**src/rtl/mmio_uart_responder_pkg.sv**
```systemverilog
// Shared constants for the MMIO UART responder: register offsets, status bit
// positions, IO base address and the register-select encoding.
package mmio_pkg;

    localparam logic [31:0] IO_BASE = 32'h8000_0000;

    localparam logic [7:0] MMIO_CTRL = 8'h00;
    localparam logic [7:0] MMIO_RXD  = 8'h04;
    localparam logic [7:0] MMIO_TXD  = 8'h08;
    localparam logic [7:0] MMIO_CYC  = 8'h10;
    localparam logic [7:0] MMIO_INST = 8'h14;
    localparam logic [7:0] MMIO_CRST = 8'h18;

    localparam int ST_TX_SPACE = 0;
    localparam int ST_RX_AVAIL = 1;
    localparam int ST_TX_OVF   = 2;

    typedef enum logic [2:0] {
        SEL_NONE,
        SEL_CTRL,
        SEL_RXD,
        SEL_TXD,
        SEL_CYC,
        SEL_INST,
        SEL_CRST
    } reg_sel_e;

    function automatic logic [31:0] io_abs_addr(input logic [7:0] off);
        return IO_BASE | {24'b0, off};
    endfunction

endpackage

```
**src/rtl/mmio_uart_responder_if.sv**
```systemverilog
// CPU-side IO bus between the core's address decode and the responder.
interface mmio_if #(parameter int ADDR_W = 8);
    logic [ADDR_W-1:0] io_addr;
    logic              io_re;
    logic [3:0]        io_we;
    logic [31:0]       io_wdata;
    logic [31:0]       io_rdata;

    modport master (output io_addr, output io_re, output io_we, output io_wdata,
                    input io_rdata);
    modport slave  (input io_addr, input io_re, input io_we, input io_wdata,
                    output io_rdata);
endinterface

```
**src/rtl/mmio_uart_responder_fifo.sv**
```systemverilog
// Synchronous FIFO with one extra pointer bit to tell full from empty.
// When full, a pop in the same cycle frees the slot for a simultaneous push.
module io_sync_fifo #(
    parameter int WIDTH = 8,
    parameter int DEPTH = 8
) (
    input  logic             clk,
    input  logic             rst,
    input  logic             i_push,
    input  logic [WIDTH-1:0] i_din,
    input  logic             i_pop,
    output logic [WIDTH-1:0] o_dout,
    output logic             o_full,
    output logic             o_empty
);
    localparam int AW = $clog2(DEPTH);

    logic [AW:0]      r_wr_ptr;
    logic [AW:0]      r_rd_ptr;
    logic [WIDTH-1:0] r_mem [DEPTH];
    logic             w_do_push;
    logic             w_do_pop;

    assign o_empty   = (r_wr_ptr == r_rd_ptr);
    assign o_full    = (r_wr_ptr[AW] != r_rd_ptr[AW]) &&
                       (r_wr_ptr[AW-1:0] == r_rd_ptr[AW-1:0]);
    assign w_do_pop  = i_pop && !o_empty;
    assign w_do_push = i_push && (!o_full || w_do_pop);
    assign o_dout    = r_mem[r_rd_ptr[AW-1:0]];

    always_ff @(posedge clk or negedge rst) begin
        if (!rst) begin
            r_wr_ptr <= '0;
            r_rd_ptr <= '0;
        end else begin
            if (w_do_push) r_wr_ptr <= r_wr_ptr + (AW+1)'(1);
            if (w_do_pop)  r_rd_ptr <= r_rd_ptr + (AW+1)'(1);
        end
    end

    always_ff @(posedge clk) begin
        if (w_do_push) r_mem[r_wr_ptr[AW-1:0]] <= i_din;
    end
endmodule

```
**src/rtl/mmio_uart_responder.sv**
```systemverilog
// MMIO responder for UART TX/RX and cycle/instruction counters.
// Build option MMIO_RX_FIFO_EN: RX path becomes a FIFO instead of one holding register.
module mmio_uart_responder
    import mmio_pkg::*;
#(
    parameter int TX_FIFO_DEPTH = 8,
    parameter int RX_FIFO_DEPTH = 8,
    parameter int ADDR_W        = 8
) (
    input  logic       clk,
    input  logic       rst,
    mmio_if.slave      bus,
    input  logic       inst_retire,
    input  logic [7:0] rx_data,
    input  logic       rx_valid,
    output logic       rx_ready,
    output logic [7:0] tx_data,
    output logic       tx_valid,
    input  logic       tx_ready
);
    if (TX_FIFO_DEPTH < 2 || (TX_FIFO_DEPTH & (TX_FIFO_DEPTH - 1)) != 0) begin : g_bad_tx
        $error("TX_FIFO_DEPTH must be a power of two >= 2");
    end
    if (RX_FIFO_DEPTH < 2 || (RX_FIFO_DEPTH & (RX_FIFO_DEPTH - 1)) != 0) begin : g_bad_rx
        $error("RX_FIFO_DEPTH must be a power of two >= 2");
    end

    logic [ADDR_W-1:0] w_off;
    reg_sel_e          w_sel;
    logic              w_store;
    logic [31:0]       w_rdata;
    logic              w_unused;
    logic              w_tx_push, w_tx_pop, w_tx_full, w_tx_empty;
    logic [7:0]        w_tx_dout;
    logic              w_rx_accept, w_rx_pop_req, w_rx_avail;
    logic [7:0]        w_rx_byte;
    logic              r_tx_ovf;
    logic              r_rx_en;
    logic [31:0]       r_cyc_cnt, r_inst_cnt;

    assign w_off    = {bus.io_addr[ADDR_W-1:2], 2'b00};
    assign w_store  = |bus.io_we;
    assign w_unused = ^{bus.io_addr[1:0], bus.io_wdata[31:8]};

    always_comb begin
        w_sel = SEL_NONE;
        case (w_off)
            ADDR_W'(MMIO_CTRL): w_sel = SEL_CTRL;
            ADDR_W'(MMIO_RXD):  w_sel = SEL_RXD;
            ADDR_W'(MMIO_TXD):  w_sel = SEL_TXD;
            ADDR_W'(MMIO_CYC):  w_sel = SEL_CYC;
            ADDR_W'(MMIO_INST): w_sel = SEL_INST;
            ADDR_W'(MMIO_CRST): w_sel = SEL_CRST;
            default:            w_sel = SEL_NONE;
        endcase
    end

    assign w_tx_push = bus.io_we[0] && (w_sel == SEL_TXD);
    assign w_tx_pop  = !w_tx_empty && tx_ready;
    assign tx_valid  = !w_tx_empty;
    assign tx_data   = w_tx_empty ? 8'h00 : w_tx_dout;

    io_sync_fifo #(.WIDTH(8), .DEPTH(TX_FIFO_DEPTH)) u_tx_fifo (
        .clk     (clk),
        .rst     (rst),
        .i_push  (w_tx_push),
        .i_din   (bus.io_wdata[7:0]),
        .i_pop   (w_tx_pop),
        .o_dout  (w_tx_dout),
        .o_full  (w_tx_full),
        .o_empty (w_tx_empty)
    );

    assign w_rx_pop_req = bus.io_re && (w_sel == SEL_RXD);
    assign w_rx_accept  = rx_valid && rx_ready;

`ifdef MMIO_RX_FIFO_EN
    logic w_rx_full, w_rx_empty;

    assign rx_ready   = r_rx_en && !w_rx_full;
    assign w_rx_avail = !w_rx_empty;

    io_sync_fifo #(.WIDTH(8), .DEPTH(RX_FIFO_DEPTH)) u_rx_fifo (
        .clk     (clk),
        .rst     (rst),
        .i_push  (w_rx_accept),
        .i_din   (rx_data),
        .i_pop   (w_rx_pop_req),
        .o_dout  (w_rx_byte),
        .o_full  (w_rx_full),
        .o_empty (w_rx_empty)
    );
`else
    logic       r_hold_valid;
    logic [7:0] r_hold_data;

    assign rx_ready   = r_rx_en && !r_hold_valid;
    assign w_rx_avail = r_hold_valid;
    assign w_rx_byte  = r_hold_data;

    always_ff @(posedge clk or negedge rst) begin
        if (!rst)                              r_hold_valid <= 1'b0;
        else if (w_rx_accept)                  r_hold_valid <= 1'b1;
        else if (w_rx_pop_req && r_hold_valid) r_hold_valid <= 1'b0;
    end

    always_ff @(posedge clk) begin
        if (w_rx_accept) r_hold_data <= rx_data;
    end
`endif

    always_comb begin
        w_rdata = '0;
        case (w_sel)
            SEL_CTRL: begin
                w_rdata[ST_TX_SPACE] = !w_tx_full;
                w_rdata[ST_RX_AVAIL] = w_rx_avail;
                w_rdata[ST_TX_OVF]   = r_tx_ovf;
            end
            SEL_RXD:  if (w_rx_avail) w_rdata[7:0] = w_rx_byte;
            SEL_CYC:  w_rdata = r_cyc_cnt;
            SEL_INST: w_rdata = r_inst_cnt;
            default:  w_rdata = '0;
        endcase
    end

    // rx_ready stays low until the first edge after reset release
    always_ff @(posedge clk or negedge rst) begin
        if (!rst) begin
            r_rx_en       <= 1'b0;
            r_tx_ovf      <= 1'b0;
            bus.io_rdata  <= '0;
        end else begin
            r_rx_en <= 1'b1;
            if (bus.io_re) bus.io_rdata <= w_rdata;
            if (w_store && w_sel == SEL_CTRL)
                r_tx_ovf <= 1'b0;
            else if (w_tx_push && w_tx_full && !w_tx_pop)
                r_tx_ovf <= 1'b1;
        end
    end

    always_ff @(posedge clk or negedge rst) begin
        if (!rst) begin
            r_cyc_cnt  <= '0;
            r_inst_cnt <= '0;
        end else if (w_store && w_sel == SEL_CRST) begin
            r_cyc_cnt  <= '0;
            r_inst_cnt <= '0;
        end else begin
            r_cyc_cnt <= r_cyc_cnt + 32'd1;
            if (inst_retire) r_inst_cnt <= r_inst_cnt + 32'd1;
        end
    end
endmodule
```
**src/flat_wrapper.sv**
```systemverilog
// flat-port wrapper written by rule: the top's interface ports become plain ports
module mmio_uart_responder_flat import mmio_pkg::*;
#(
    parameter int TX_FIFO_DEPTH = 8,
    parameter int RX_FIFO_DEPTH = 8,
    parameter int ADDR_W        = 8
)
  (clk, rst, inst_retire, rx_data, rx_valid, rx_ready, tx_data, tx_valid, tx_ready, bus_io_addr, bus_io_re, bus_io_we, bus_io_wdata, bus_io_rdata);
  mmio_if #(.ADDR_W(ADDR_W)) bus_i ();
  input  logic clk;
  input  logic rst;
  input  logic inst_retire;
  input  logic [7:0] rx_data;
  input  logic rx_valid;
  output logic rx_ready;
  output logic [7:0] tx_data;
  output logic tx_valid;
  input  logic tx_ready;
  input wire logic [$bits(bus_i.io_addr)-1:0] bus_io_addr;
  input wire logic [$bits(bus_i.io_re)-1:0] bus_io_re;
  input wire logic [$bits(bus_i.io_we)-1:0] bus_io_we;
  input wire logic [$bits(bus_i.io_wdata)-1:0] bus_io_wdata;
  output wire logic [$bits(bus_i.io_rdata)-1:0] bus_io_rdata;
  assign bus_i.io_addr = bus_io_addr;
  assign bus_i.io_re = bus_io_re;
  assign bus_i.io_we = bus_io_we;
  assign bus_i.io_wdata = bus_io_wdata;
  assign bus_io_rdata = bus_i.io_rdata;
  mmio_uart_responder #(.TX_FIFO_DEPTH(TX_FIFO_DEPTH), .RX_FIFO_DEPTH(RX_FIFO_DEPTH), .ADDR_W(ADDR_W)) u_core (.clk(clk), .rst(rst), .bus(bus_i), .inst_retire(inst_retire), .rx_data(rx_data), .rx_valid(rx_valid), .rx_ready(rx_ready), .tx_data(tx_data), .tx_valid(tx_valid), .tx_ready(tx_ready));
endmodule
```
**config.mk**
```make
export PLATFORM = sky130hd
export DESIGN_NAME = mmio_uart_responder_flat
export DESIGN_NICKNAME = d
export VERILOG_FILES = /design/src/rtl/mmio_uart_responder_pkg.sv /design/src/rtl/mmio_uart_responder_if.sv /design/src/rtl/mmio_uart_responder_fifo.sv /design/src/rtl/mmio_uart_responder.sv /design/src/flat_wrapper.sv
export SDC_FILE = /design/constraint.sdc
export NUM_CORES = 1
export LEC_CHECK = 0
export CAP_MARGIN = 40
export CORE_MARGIN = 3
export CORE_UTILIZATION = 45
export CTS_BUF_LIST = sky130_fd_sc_hd__clkbuf_16
export CTS_CLUSTER_SIZE = 12
export DETAILED_ROUTE_END_ITERATION = 7
export PLACE_DENSITY = 0.67
export SLEW_MARGIN = 10
export SYNTH_ARGS = -nofsm -noshare
export SYNTH_HDL_FRONTEND = slang
export SYNTH_SLANG_ARGS = --single-unit
```
**constraint.sdc**
```tcl
create_clock -name clk -period 6.1 [get_ports clk]
set_clock_uncertainty 0.15 [all_clocks]
set_input_delay 0.61 -clock clk [delete_from_list [all_inputs] [get_ports clk]]
set_output_delay 0.61 -clock clk [all_outputs]
set_load 0.01 [all_outputs]
```
==> flow_summary.ini, run 1 <==
[drt]
drt_first_iter_violations = 480
routed_via_density = 5.68
vias = 5820
drc = 0
firstDrtPassIters = 6
finalWirelength_mm = 18.9
ant_nets = 0
wire_per_inst_um = 18.4

[synthesis]
synth_top_area_cell = dfrtp_1
synth_most_common_cell = dfrtp_1
ys_ff_latch = 179
synth_top_cells_by_count = dfrtp_1 (107), edfxtp_1 (72), nand2_1 (56)
yosys-top-cells-area = dfrtp_1 (32%), edfxtp_1 (26%), mux4_2 (4.6%), mux2_2 (2.8%), nand2_1 (2.5%)
yosysUniqueCellTypes = 48
yosys_warnings = 0
synth_fp_nets = 782
synth_cells = 720
synth_top_flop_cell = dfrtp_1
seq_area_frac_synth = 0.579
synth_area_per_cell_um2 = 11.6
synth-edff-count = 72
synth_area_um2 = 8360
synthArstFlopShare = 0.598
synth.top_cell.area_share = 0.320

[timing]
timing.fmax_ghz = 0.279
fin_setup_tns_ns = 0
worstMarginPinSlew_ns = 0.888
fin_crit_ns = 3.58
fin_crit_sh = 0.587
final-setup-viol-count = 0
drv_slew = 0
relSlewSlack = 0.408
hold_viol = 0
rsz0062_at_grt = no
fin_ws_ns = 2.52

[global_routing]
grt_max_degree = 59
grt_pass1_vias = 5703
grt_first_pass_wirelength_mm = 30.5
antenna_found_initial = 0
grt-ovfl-total = 0
grt.total_usage = 0.193

[cells_and_area]
final_area_um2 = 9920
antenna-diode-count = 0
syn2layout_area_growth_pct = 18.7
drive_gt1_frac = 0.112
nets = 844
final_util = 0.549

[worst_setup_path]
cp_max_fo = 20
r2r-start = u_core.u_tx_fifo.r_rd_ptr[1]
startpoint_type = flop
critPathRequiredTime_ns = 5.34
reg2regPathDepth = 5
setup.worst_path.start = u_core.u_tx_fifo.r_rd_ptr[1]
critPathKind = reg2out
arrival_ns = 2.82
end_kind = output port

[clock_tree]
cts_sinks = 179
cts_made_buffers = 17
h-tree-depth = 4
post_cts_resize_count = 0
postCtsHoldBufs = 0
cts_tree = done
root_buffer = clkbuf_16
clkTransAtPathRegs_ns = 0.06
clk_latency_ns = 0.42
clockBufferDepth = 2
cts_setup_buffers = 0

[floorplan]
initial_core_util = 0.462
dieArea_um2 = 20200
die-width_um = 142
ios = 100
design.core.area_um2 = 18100
die_h_um = 142
rows = 49

[placed_design]
dpl_cell_area_um2 = 9350
dp.final_hpwl_mm = 13.2
gp_congestion = 0.791
dp_slack_ns = 2.84
portBuffers = 73

[run_status]
outcome = complete, no violations

[min_path]
hold_class = in2async

[pwr]
power_mw = 3.31
vdd_drop_max_mv = 0.206
p_leak_nw = 3.67
cellPowerDensity_nw_per_um2 = 333

[flow_run]
maxCapViolations = 0
final cells by class:
type,instances,area [um2]
fill,1467,8160
sequential,179,4840
multi-input combinational,453,3180
timing repair buffer,89,885
clock buffer,17,425
tap,229,287
inverter,42,158
clock inverter,15,148
metal layers:
| layer | part of all wire | wire length (um) | GRT usage |
|---|---|---|---|
| met3 | 0.034 | 648 | 0.0339 |
| met4 | 0.012 | 226 | 0.0621 |
| met1 | 0.44 | 8390 | 0.253 |
| met5 | 0 | 0 | 0 |
| met2 | 0.51 | 9620 | 0.327 |
flip-flops by register name, summed over array words and instances (netlist names):
name and cells:
u_core.r_hold_data 8, u_core.r_hold_valid 1, u_core.r_cyc_cnt 32, u_core.r_inst_cnt 32
u_core.u_tx_fifo.r_wr_ptr 4, u_core.bus.io_rdata 32, u_core.u_tx_fifo.r_mem 64, u_core.r_rx_en 1
u_core.u_tx_fifo.r_rd_ptr 4, u_core.r_tx_ovf 1
where the power goes:
part,internal [mW],switching [mW],total (mW)
combinational,0.381,0.299,0.680
sequential,1.36,0.202,1.56
clock,0.632,0.433,1.06
total,2.37,0.934,3.31
worst paths after layout:
check	end	slack [ns]
worst min register to register	u_core.u_tx_fifo.r_wr_ptr[3]	0.34
worst max-delay path	tx_data[3]	2.52
max in group asynchronous	u_core.bus.io_rdata[15]	4.54
worst min-delay path	u_core.bus.io_rdata[25]	0.12
min in group clk	u_core.u_tx_fifo.r_wr_ptr[3]	0.34
worst max register to register	u_core.u_tx_fifo.r_mem[5][7]	3.04
stage by stage:
stage	std cells	hold WS [ns]
2_1_floorplan	720	0.164
3_3_place_gp	981	0.329
3_5_place_dp	992	0.339
4_1_cts	1024	0.144
5_1_grt	1024	0.174
6_report	1024	0.119
worst max-delay path, stage by stage (launching register included):
cell and delay, ns:
dfrtp_1 0.92, xor2_1 0.20, nor4b_2 0.44, buf_2 0.29
nor2_1 0.08, clkdlybuf4s50_1 0.47
kinds of logic (layout without fill, tap and decap cells):
group,Yosys count,count (layout),share of synthesized area
mux,57,57,0.0969
compound gates,119,119,0.0861
other cells,1,1,0.000449
flops,179,179,0.579
simple gates,238,238,0.153
xor+xnor,34,34,0.0356
fa+ha+maj,4,4,0.00599
buf+inv,88,163,0.0425
placed cells by master, fill, tap and decap left out, types with 18 or more instances in the layout:
| cell type | netlist | final |
|---|---|---|
| dfrtp_1 | 107 | 107 |
| edfxtp_1 | 72 | 72 |
| clkdlybuf4s50_1 | 0 | 70 |
| nand2_1 | 56 | 56 |
| inv_1 | 42 | 43 |
| nor2_1 | 42 | 42 |
| a21oi_1 | 33 | 33 |
| o22ai_1 | 30 | 30 |
| o21ai_0 | 24 | 24 |
| or4_1 | 22 | 22 |
| nand3_1 | 21 | 21 |
| mux2_2 | 21 | 21 |
| xnor2_1 | 19 | 19 |
| mux2i_1 | 19 | 19 |
| or3_1 | 19 | 19 |
| nand4_1 | 18 | 18 |
No activity file was read; power rests on OpenSTA's default activity.
==> run 2: changes to the inputs <==
Clock period 6.1 ns to 3.7 ns, I/O delays scaled along.
==> run 2 against run 1 <==
Count of clock-buffer cells in the layout unchanged; highest routed layer unchanged; combinational power up 75%; sequential cell count unchanged; largest cell class unchanged.
==> flow_summary.ini, run 2 (synthesized netlist as in run 1, its figures left out) <==
[timing]
fin_ws_ns = 0.590
relSlewSlack = 0.570
fin_setup_tns_ns = 0
fin_crit_ns = 3.11
rsz0062_at_grt = no
hold_viol = 0
worstMarginPinSlew_ns = 0.646
drv_slew = 0
final-setup-viol-count = 0
timing.fmax_ghz = 0.322
fin_crit_sh = 0.841

[cells_and_area]
stdcell_count = 1029
final_cell_mix = dfrtp_1 (107), edfxtp_1 (72), clkdlybuf4s50_1 (70)
largest_reg_flops = 64
syn2layout_area_growth_pct = 18.4
final_common_cell = dfrtp_1
antenna-diode-count = 0
ff_latch_area_um2 = 4840
n_fill_cell = 1516
multi_input_area_um2 = 3170
drive_gt1_frac = 0.116
nets = 849

[clock_tree]
cts_setup_buffers = 0
cts_sinks = 179
clockBufferDepth = 2
cts_made_buffers = 17
clkTransAtPathRegs_ns = 0.07
root_buffer = clkbuf_16
cts_tree = done
post_cts_resize_count = 0
postCtsHoldBufs = 1
clk_latency_ns = 0.42
h-tree-depth = 4

[drt]
ant_nets = 0
finalWirelength_mm = 18.7
wl_met1_mm = 8.31
drc = 0
drt_first_iter_violations = 475
highest_layer = met4
wire_per_inst_um = 18.1
routed_via_density = 5.63
dr_wl_met2_mm = 9.23
vias = 5795
wl_met3_um = 768
firstDrtPassIters = 5

[pwr]
vdd_drop_max_mv = 0.259
swShare = 0.284
combPwrFrac = 0.220
cellPowerDensity_nw_per_um2 = 547
clkPwrFrac = 0.313
p_switching_mw = 1.54
internal-power_mw = 3.88
p_leak_nw = 3.69
seqPwrFrac = 0.467

[global_routing]
grt_max_degree = 59
grt.total_usage = 0.194
grt-ovfl-total = 0
antenna_found_initial = 0
grt_first_pass_wirelength_mm = 30.8
grt_pass1_vias = 5923

[worst_setup_path]
regToRegEndpoint = u_core.u_tx_fifo.r_mem[1][5]
arrival_ns = 2.59
end_kind = output port
setup.worst_path.start = u_core.u_tx_fifo.r_rd_ptr[0]
r2r-start = u_core.u_tx_fifo.r_rd_ptr[0]
rrSetupSlack_ns = 0.95
crit_end = tx_data[5]
critPathKind = reg2out
critPathRequiredTime_ns = 3.18
cp_max_fo = 11
startpoint_type = flop
reg2regPathDepth = 5

[floorplan]
ios = 100
die-width_um = 142
die_h_um = 142
initial_core_util = 0.462
design.core.area_um2 = 18100
dieArea_um2 = 20200
rows = 49

[placed_design]
portBuffers = 73
dp.final_hpwl_mm = 12.8
place_inst = 996
gp_congestion = 0.810
dp_slack_ns = 0.735

[flow_run]
maxCapViolations = 0

[min_path]
hold_class = in2reg

[run_status]
outcome = complete, no violations
[run 2: cell count changes in the layout (fill, tap and decap cells not counted), sizes merged]
| cell | previous run | this run |
|---|---|---|
| clkinv | 10 | 8 |
| inv | 43 | 46 |
| clkdlybuf4s15 | 1 | 0 |
| bufinv | 3 | 2 |
| dlygate4sd3 | 0 | 1 |
| buf | 18 | 23 |
[run 2: layer usage]
| layer | vias to the layer above | track usage |
|---|---|---|
| li1 | 2777 | - |
| met1 | 2853 | 0.259 |
| met2 | 136 | 0.316 |
| met3 | 29 | 0.0430 |
| met4 | 0 | 0.0657 |
| met5 | - | 0 |
[run 2: area by class of cell]
cell class,count,area share
clock buffers,17,0.0430
flip-flops and latches,179,0.489
well taps,229,0.0289
repair buffers,94,0.0900
inverters,42,0.0159
clock inverters,15,0.0129
multi-input cells,453,0.320
[run 2: worst min-delay path by stage]
stage	endpoint	start	depth (start not counted)	slack (ns)
after floorplan	u_core.bus.io_rdata[0]	rst	0	-0.08
after global placement	u_core.r_cyc_cnt[23]	rst	1	0.28
after detailed placement	u_core.r_cyc_cnt[23]	rst	1	0.29
after CTS	u_core.bus.io_rdata[8]	bus_io_re	3	0.24
after global routing	u_core.bus.io_rdata[8]	bus_io_re	3	0.28
final	u_core.bus.io_rdata[8]	bus_io_re	3	0.25
[run 2: worst max-delay path: stages, from the launching register on]
cell and delay (ns):
dfrtp_1 0.74, buf_12 0.23, mux4_2 0.50, mux2i_1 0.15
nor2_1 0.06, clkdlybuf4s50_1 0.48
[run 2: metrics by stage]
| stage | utilization | power [mW] | hold WS [ns] | cell area [um2] |
|---|---|---|---|---|
| 2_1_floorplan | - | 3.30 | -0.0756 | 8360 |
| 3_3_place_gp | 0.516 | 3.72 | 0.281 | 9340 |
| 3_5_place_dp | 0.516 | 3.77 | 0.291 | 9340 |
| 4_1_cts | 0.547 | 5.48 | 0.237 | 9900 |
| 5_1_grt | 0.547 | 5.71 | 0.280 | 9900 |
| 6_report | 0.547 | 5.42 | 0.253 | 9900 |
[run 2: power groups by stage]
stage	Sequential, mW	Clock [mW]	Combinational (mW)
floorplan	2.44	0	0.867
global placement	2.54	0	1.17
detailed placement	2.56	0	1.21
CTS	2.52	1.74	1.22
global route	2.56	1.82	1.33
finish	2.53	1.70	1.19
